[src/rtl/eff_sel_ctrl_if.sv]
// eff_sel_ctrl_if: request/sample inputs and pipe-control outputs of the effect-selection sequencer
interface eff_sel_ctrl_if;
   logic        smp_vld;
   logic        req_next;
   logic        req_prev;
   logic        req_byp;
   logic        en_o;
   logic [15:0] sel_o;
   logic [3:0]  idx_o;
   logic [15:0] gain_o;
   logic        busy_o;
   modport master (
      output smp_vld, req_next, req_prev, req_byp,
      input  en_o, sel_o, idx_o, gain_o, busy_o
   );
   modport slave (
      input  smp_vld, req_next, req_prev, req_byp,
      output en_o, sel_o, idx_o, gain_o, busy_o
   );
endinterface

[src/rtl/eff_sel_ctrl.sv]
// eff_sel_ctrl: click-free effect switching by fading gain out, switching sel/en, flushing, fading back in
module eff_sel_ctrl #(
   parameter int N_EFF     = 4,
   parameter int FADE_LEN  = 64,
   parameter int FLUSH_LEN = 8
) (
   input logic          clk,
   input logic          rst_n,
   eff_sel_ctrl_if.slave bus
);
   localparam int LG = $clog2(FADE_LEN);
   localparam int SH = 15 - LG;
   localparam int KW = LG + 1;
   localparam int FW = $clog2(FLUSH_LEN + 1);
   localparam logic [KW-1:0] KMAX    = KW'(FADE_LEN);
   localparam logic [FW-1:0] FMAX    = FW'(FLUSH_LEN - 1);
   localparam logic [3:0]    IDX_MAX = 4'(N_EFF - 1);
   localparam logic [15:0]   FL16    = 16'(FADE_LEN);
   typedef enum logic [2:0] {RUN, FADE_OUT, SWITCH, FLUSH, FADE_IN} state_t;
   state_t        state;
   logic [KW-1:0] k;
   logic [FW-1:0] fc;
   logic          pend;
   logic [1:0]    pend_dir;
   logic          pend_tog;
   logic [3:0]    idx;
   logic [15:0]   sel;
   logic          en;
   logic [15:0]   gain;
   logic          dir_up, dir_dn, acc, want;
   logic [KW-1:0] k_inc;
   logic [15:0]   k16, g_dn, g_up;
   logic [3:0]    idx_nx;
   // simultaneous next+prev cancel each other and are not a request on their own
   assign dir_up = bus.req_next & ~bus.req_prev;
   assign dir_dn = bus.req_prev & ~bus.req_next;
   assign acc    = dir_up | dir_dn | bus.req_byp;
   assign want   = pend | acc;
   assign k_inc  = k + 1'b1;
   assign k16    = 16'(k_inc);
   assign g_dn   = (FL16 - k16) << SH;
   assign g_up   = k16 << SH;
   always_comb begin
      idx_nx = pend_dir[0] ? (idx == IDX_MAX ? '0 : idx + 1'b1) :
               pend_dir[1] ? (idx == '0 ? IDX_MAX : idx - 1'b1) : idx;
   end
   always_ff @(posedge clk) begin
      if (!rst_n) begin
         state    <= FADE_IN;
         k        <= '0;
         fc       <= '0;
         pend     <= 1'b0;
         pend_dir <= 2'b00;
         pend_tog <= 1'b0;
         idx      <= '0;
         sel      <= 16'h0001;
         en       <= 1'b1;
         gain     <= '0;
      end else begin
         if (state == SWITCH) begin
            pend     <= acc;
            pend_dir <= {dir_dn, dir_up};
            pend_tog <= bus.req_byp;
         end else begin
            pend     <= want;
            pend_dir <= (dir_up | dir_dn) ? {dir_dn, dir_up} : pend_dir;
            pend_tog <= pend_tog ^ bus.req_byp;
         end
         case (state)
            RUN: begin
               gain <= 16'h7FFF;
               if (want) begin
                  state <= FADE_OUT;
                  k     <= '0;
               end
            end
            FADE_OUT: if (bus.smp_vld) begin
               k    <= k_inc;
               gain <= g_dn;
               if (k_inc == KMAX) state <= SWITCH;
            end
            SWITCH: begin
               idx   <= idx_nx;
               sel   <= 16'(1) << idx_nx;
               en    <= en ^ pend_tog;
               fc    <= '0;
               state <= FLUSH;
            end
            FLUSH: if (bus.smp_vld) begin
               fc <= fc + 1'b1;
               if (fc == FMAX) begin
                  state <= want ? SWITCH : FADE_IN;
                  k     <= '0;
               end
            end
            FADE_IN: begin
               // abort mirrors k so the fade-out resumes from the current gain
               if (want) begin
                  state <= (k == '0) ? SWITCH : FADE_OUT;
                  k     <= KMAX - k;
               end else if (bus.smp_vld) begin
                  k     <= k_inc;
                  gain  <= (k_inc == KMAX) ? 16'h7FFF : g_up;
                  state <= (k_inc == KMAX) ? RUN : FADE_IN;
               end
            end
            default: state <= FADE_IN;
         endcase
      end
   end
   assign bus.en_o   = en;
   assign bus.sel_o  = sel;
   assign bus.idx_o  = idx;
   assign bus.gain_o = gain;
   assign bus.busy_o = (state != RUN);
endmodule

[src/flat_wrapper.sv]
// flat-port wrapper written by rule: the top's interface ports become plain ports
module eff_sel_ctrl_flat 
#(
   parameter int N_EFF     = 4,
   parameter int FADE_LEN  = 64,
   parameter int FLUSH_LEN = 8
)
  (clk, rst_n, bus_smp_vld, bus_req_next, bus_req_prev, bus_req_byp, bus_en_o, bus_sel_o, bus_idx_o, bus_gain_o, bus_busy_o);
  eff_sel_ctrl_if bus_i ();
  input logic clk;
  input logic rst_n;
  input wire logic [$bits(bus_i.smp_vld)-1:0] bus_smp_vld;
  input wire logic [$bits(bus_i.req_next)-1:0] bus_req_next;
  input wire logic [$bits(bus_i.req_prev)-1:0] bus_req_prev;
  input wire logic [$bits(bus_i.req_byp)-1:0] bus_req_byp;
  output wire logic [$bits(bus_i.en_o)-1:0] bus_en_o;
  output wire logic [$bits(bus_i.sel_o)-1:0] bus_sel_o;
  output wire logic [$bits(bus_i.idx_o)-1:0] bus_idx_o;
  output wire logic [$bits(bus_i.gain_o)-1:0] bus_gain_o;
  output wire logic [$bits(bus_i.busy_o)-1:0] bus_busy_o;
  assign bus_i.smp_vld = bus_smp_vld;
  assign bus_i.req_next = bus_req_next;
  assign bus_i.req_prev = bus_req_prev;
  assign bus_i.req_byp = bus_req_byp;
  assign bus_en_o = bus_i.en_o;
  assign bus_sel_o = bus_i.sel_o;
  assign bus_idx_o = bus_i.idx_o;
  assign bus_gain_o = bus_i.gain_o;
  assign bus_busy_o = bus_i.busy_o;
  eff_sel_ctrl #(.N_EFF(N_EFF), .FADE_LEN(FADE_LEN), .FLUSH_LEN(FLUSH_LEN)) u_core (.clk(clk), .rst_n(rst_n), .bus(bus_i));
endmodule
[config.mk]
export PLATFORM = sky130hd
export DESIGN_NAME = eff_sel_ctrl_flat
export DESIGN_NICKNAME = d
export VERILOG_FILES = /design/src/rtl/eff_sel_ctrl_if.sv /design/src/rtl/eff_sel_ctrl.sv /design/src/flat_wrapper.sv
export SDC_FILE = /design/constraint.sdc
export NUM_CORES = 1
export LEC_CHECK = 0
export ABC_CLOCK_PERIOD_IN_PS = 2050
export CORE_MARGIN = 4
export CORE_UTILIZATION = 35
export CTS_CLUSTER_DIAMETER = 200
export CTS_CLUSTER_SIZE = 28
export DETAILED_ROUTE_END_ITERATION = 8
export PLACE_DENSITY = 0.65
export SKIP_LAST_GASP = 1
export SYNTH_ARGS = -nofsm -noshare
export SYNTH_HDL_FRONTEND = slang
export SYNTH_SLANG_ARGS = --single-unit
[constraint.sdc]
create_clock -name clk -period 2.05 [get_ports clk]
set_input_delay 0.41 -clock clk [delete_from_list [all_inputs] [get_ports clk]]
set_output_delay 0.41 -clock clk [all_outputs]
set_load 0.01 [all_outputs]
==> impl_metrics.csv <==
group,metric,value,unit
outcome,status,"complete, no violations",
routing,post_drt_via_cell_ratio,5.50,
worst_setup_path,r2r_end,"u_core.bus.gain_o[11]",
worst_setup_path,path_class,"register to register",
worst_setup_path,rrSetupSlack,0.007,ns
worst_hold_path,hold_class,"register to register",
clocking,cts_htree_levels,2,
timing,skew,0.00475,ns
place,place_hpwl,6.46,mm
final_layout,final_core_util,49.6,%
global_routing,grt_remaining_overflow,0,
yosys,synthTopCellsByArea,"dfxtp_1, nand2_1, o21ai_0",
floorplan,die_x,100,microns
clocking,clockBufferDepth,2,
routing,avgRoutedWirePerCell,15.2,microns
worst_setup_path,crit_path_top_delay_cell,"or4b_4",
job,maxCapViolCount,0,
worst_setup_path,critPathArrivalTime,2.29,ns
floorplan,start_util,36.2,%
worst_setup_path,worstPathRequired,2.30,ns
pwr,switching_share,40.1,%
yosys,async_flop_share,0,%
routing,drt_iter0_drc,233,
final_layout,fillers,800,
floorplan,die-area,10100,sq um
yosys,netlist_instances,374,
yosys,synth_edf_count,0,
worst_setup_path,timing.rr.start,"u_core.k[1]",
clocking,cts_root_buf,"clkbuf_8",
worst_hold_path,min_to,"u_core.bus.sel_o[13]",
pwr,pwr-share-seq,26.9,%
timing,finalHoldViolations,0,
worst_setup_path,crit_path_end_kind,"register",
worst_setup_path,ff2ff_path_depth,7,
clocking,clock_sinks,47,
routing,drcViolationCount,0,
pwr,power.total,4600,uW
final_layout,diodes,0,
pwr,clkPwrFrac,15.7,%
yosys,yosysWarnings,0,
worst_hold_path,hp-start,"u_core.bus.sel_o[13]",
worst_setup_path,cp-start-kind,"register",
clocking,cts-hold-fix-buffers,0,
yosys,syn_area_per_cell,8.00,sq um
yosys,ys_seq_area_share,31.5,%
floorplan,die_y,100,microns
final_layout,nets,466,
worst_setup_path,cpPeakStageDelay,0.48,ns
routing,firstDrtPassIters,4,
final_layout,area_growth,37.1,%
worst_setup_path,critical_path.max_fanout,7,
place,place_area,3820,sq um
yosys,synth_ff_type,"dfxtp_1",
timing,fmax,0.490,GHz
pwr,p_sw,1840,uW
worst_setup_path,critPathBufInv,1,
final_layout,layout-drive-gt1-share,23.2,%
pwr,pwr-share-comb,57.4,%
timing,worst_pin_slew,0.430,ns
yosys,syn_area,2990,sq um
place,io_buffer_count,43,
timing,post-route-min-period,2.04,ns
final_layout,finalInstanceArea,4100,sq um
floorplan,core_area,8260,sq um
pwr,peakVddDrop,0.412,mV
clocking,insertion_delay,0.31,ns
worst_setup_path,setup.worst_path.start,"u_core.k[1]",
global_routing,antenna_found_initial,0,
pwr,powerDensity,1120,nW/um^2
yosys,yosysTopAreaCell,"dfxtp_1",
routing,wl,8.49,mm
worst_hold_path,min_path_cells,2,
yosys,synth_cell_types,73,
timing,slew_viol_final,0,
yosys,ys_ff_latch,47,
timing,slew_headroom,71.1,%
yosys,synthesis.nets,389,
pwr,p_leak,0.00163,uW
place,gp_congestion,0.960,
global_routing,first_global_vias,2955,
global_routing,grt_max_degree,17,
floorplan,rows,33,
timing,rsz0062_at_grt,"yes",
clocking,cts_inserted_buffers,5,
timing,period_share,99.6,%
pwr,internal_power,2760,uW
clocking,path_clk_slew,0.10,ns
timing,setup_tns,0,ns
yosys,synth_top_area_share,31.5,%
floorplan,boundaryPins,44,
global_routing,track_usage,16.8,%
clocking,tritoncts,"yes",
routing,ant_nets,0,
worst_setup_path,cpLargestDelayFamily,"compound AO/OA/AOI/OAI gates",
worst_setup_path,path_cells,"ha_4 > xor2_1 > o2bb2ai_2 > or4b_4 > buf_6 > o31a_1 > a21oi_1",
timing,setup_viol,0,
global_routing,grt_pass1_wl,13.9,mm
routing,via_count,3062,
==> worst min-delay path: stages (launching register included) <==
cell	delay [ns]
dfxtp_1	0.34
nand2_1	0.05
o21ai_0	0.05
==> state kept, by name, summed over array words and instances, names as in the netlist, 2 cells and up <==
name / flops
u_core.fc: 4
u_core.bus.idx_o: 4
u_core.pend_dir: 2
u_core.state: 3
u_core.bus.sel_o: 16
u_core.bus.gain_o: 8
u_core.k: 7
==> metrics by stage <==
step                      setup WS, ns  std cells  hold WS, ns
after floorplan               -0.00181        374        0.471
after global placement          -0.483        545        0.442
after detailed placement        -0.558        545        0.446
after CTS                      -0.0141        556        0.472
after global routing           -0.0644        557        0.494
final                          0.00741        557        0.466
==> power groups by stage <==
stage               clock network [uW]  logic, uW  registers (uW)
finish                             723       2640            1240
global route                       765       2850            1260
CTS                                740       2510            1220
detailed placement                   0       2400            1240
global placement                     0       2370            1230
floorplan                            0       1540            1190
==> cell usage after synthesis (4+ instances only) <==
master	number
xor2_1	4
and3_1	6
clkbuf_1	19
o21a_1	4
nor3_1	14
buf_4	12
nand3_1	12
xnor2_1	5
a21oi_1	19
a21o_1	4
o21ai_0	25
o31a_1	4
mux2i_1	4
a31oi_1	6
nor2_1	24
ha_1	9
o22ai_1	4
nand4_1	4
nor3b_1	6
dfxtp_1	47
inv_1	14
nand2_1	45
nand2b_1	5
==> worst max path at each step <==
stage,to,slack [ns],cells past startpoint
floorplan,u_core.bus.gain_o[15],-0.002,8
global placement,u_core.k[3],-0.48,8
detailed placement,u_core.k[3],-0.56,8
CTS,u_core.bus.gain_o[11],-0.01,7
global route,u_core.bus.gain_o[10],-0.06,7
finish,u_core.bus.gain_o[11],0.007,7
==> cell families (layout without fill, tap and decap cells) <==
group | after synthesis | in the layout | share of synthesized area [%]
AOI/OAI and AO/OA | 110 | 110 | 26.4
DFF | 47 | 47 | 31.5
muxes | 4 | 4 | 1.34
adders and majority gates | 10 | 10 | 4.10
and+or+nand+nor | 143 | 143 | 24.9
buffers and inverters | 50 | 128 | 8.62
xor gates and xnor gates | 10 | 10 | 3.18
==> repair_timing <==
action,in CTS,in global routing
setup buffers,3,1
endpoints found under the setup margin,16,12
pin swaps,9,7
gates resized for setup,23,9
hold endpoints to repair,0,0
==> area by class of cell <==
| type | count | area [sq um] | share of cell area [%] |
|---|---|---|---|
| clock inverter | 3 | 46.3 | 1.13 |
| inverter | 14 | 57.6 | 1.40 |
| sequential | 47 | 947 | 23.1 |
| clock buffer | 5 | 68.8 | 1.68 |
| timing repair buffer | 106 | 911 | 22.2 |
| multi-input combinational | 277 | 1940 | 47.3 |
| tap | 105 | 131 | 3.21 |
==> cell usage in the layout, fill, tap and decap left out, drive strengths merged, types with 4 or more instances in the layout <==
cell / n
dfxtp: 47
a21o: 4
mux2i: 4
nor3: 15
clkdlybuf4s50: 40
and3: 6
nand2: 45
o31a: 4
nor2: 24
inv: 15
buf: 63
nand2b: 5
a31oi: 6
nand4: 4
o21a: 4
a21oi: 19
ha: 9
clkbuf: 5
o22ai: 4
xor2: 4
nor3b: 6
o21ai: 26
a211oi: 4
xnor2: 6
nand3: 13
==> metal layers <==
| metal | share of wire [%] | vias up | global-route usage, % | wire (microns) |
|---|---|---|---|---|
| li1 | - | 1510 | - | - |
| met1 | 45 | 1445 | 21.4 | 3820 |
| met2 | 48 | 88 | 29.1 | 4090 |
| met3 | 4.5 | 19 | 2.22 | 378 |
| met4 | 2.4 | 0 | 5.70 | 208 |
| met5 | 0 | - | 0 | 0 |
Note: power is estimated with default switching activity, not from simulation.
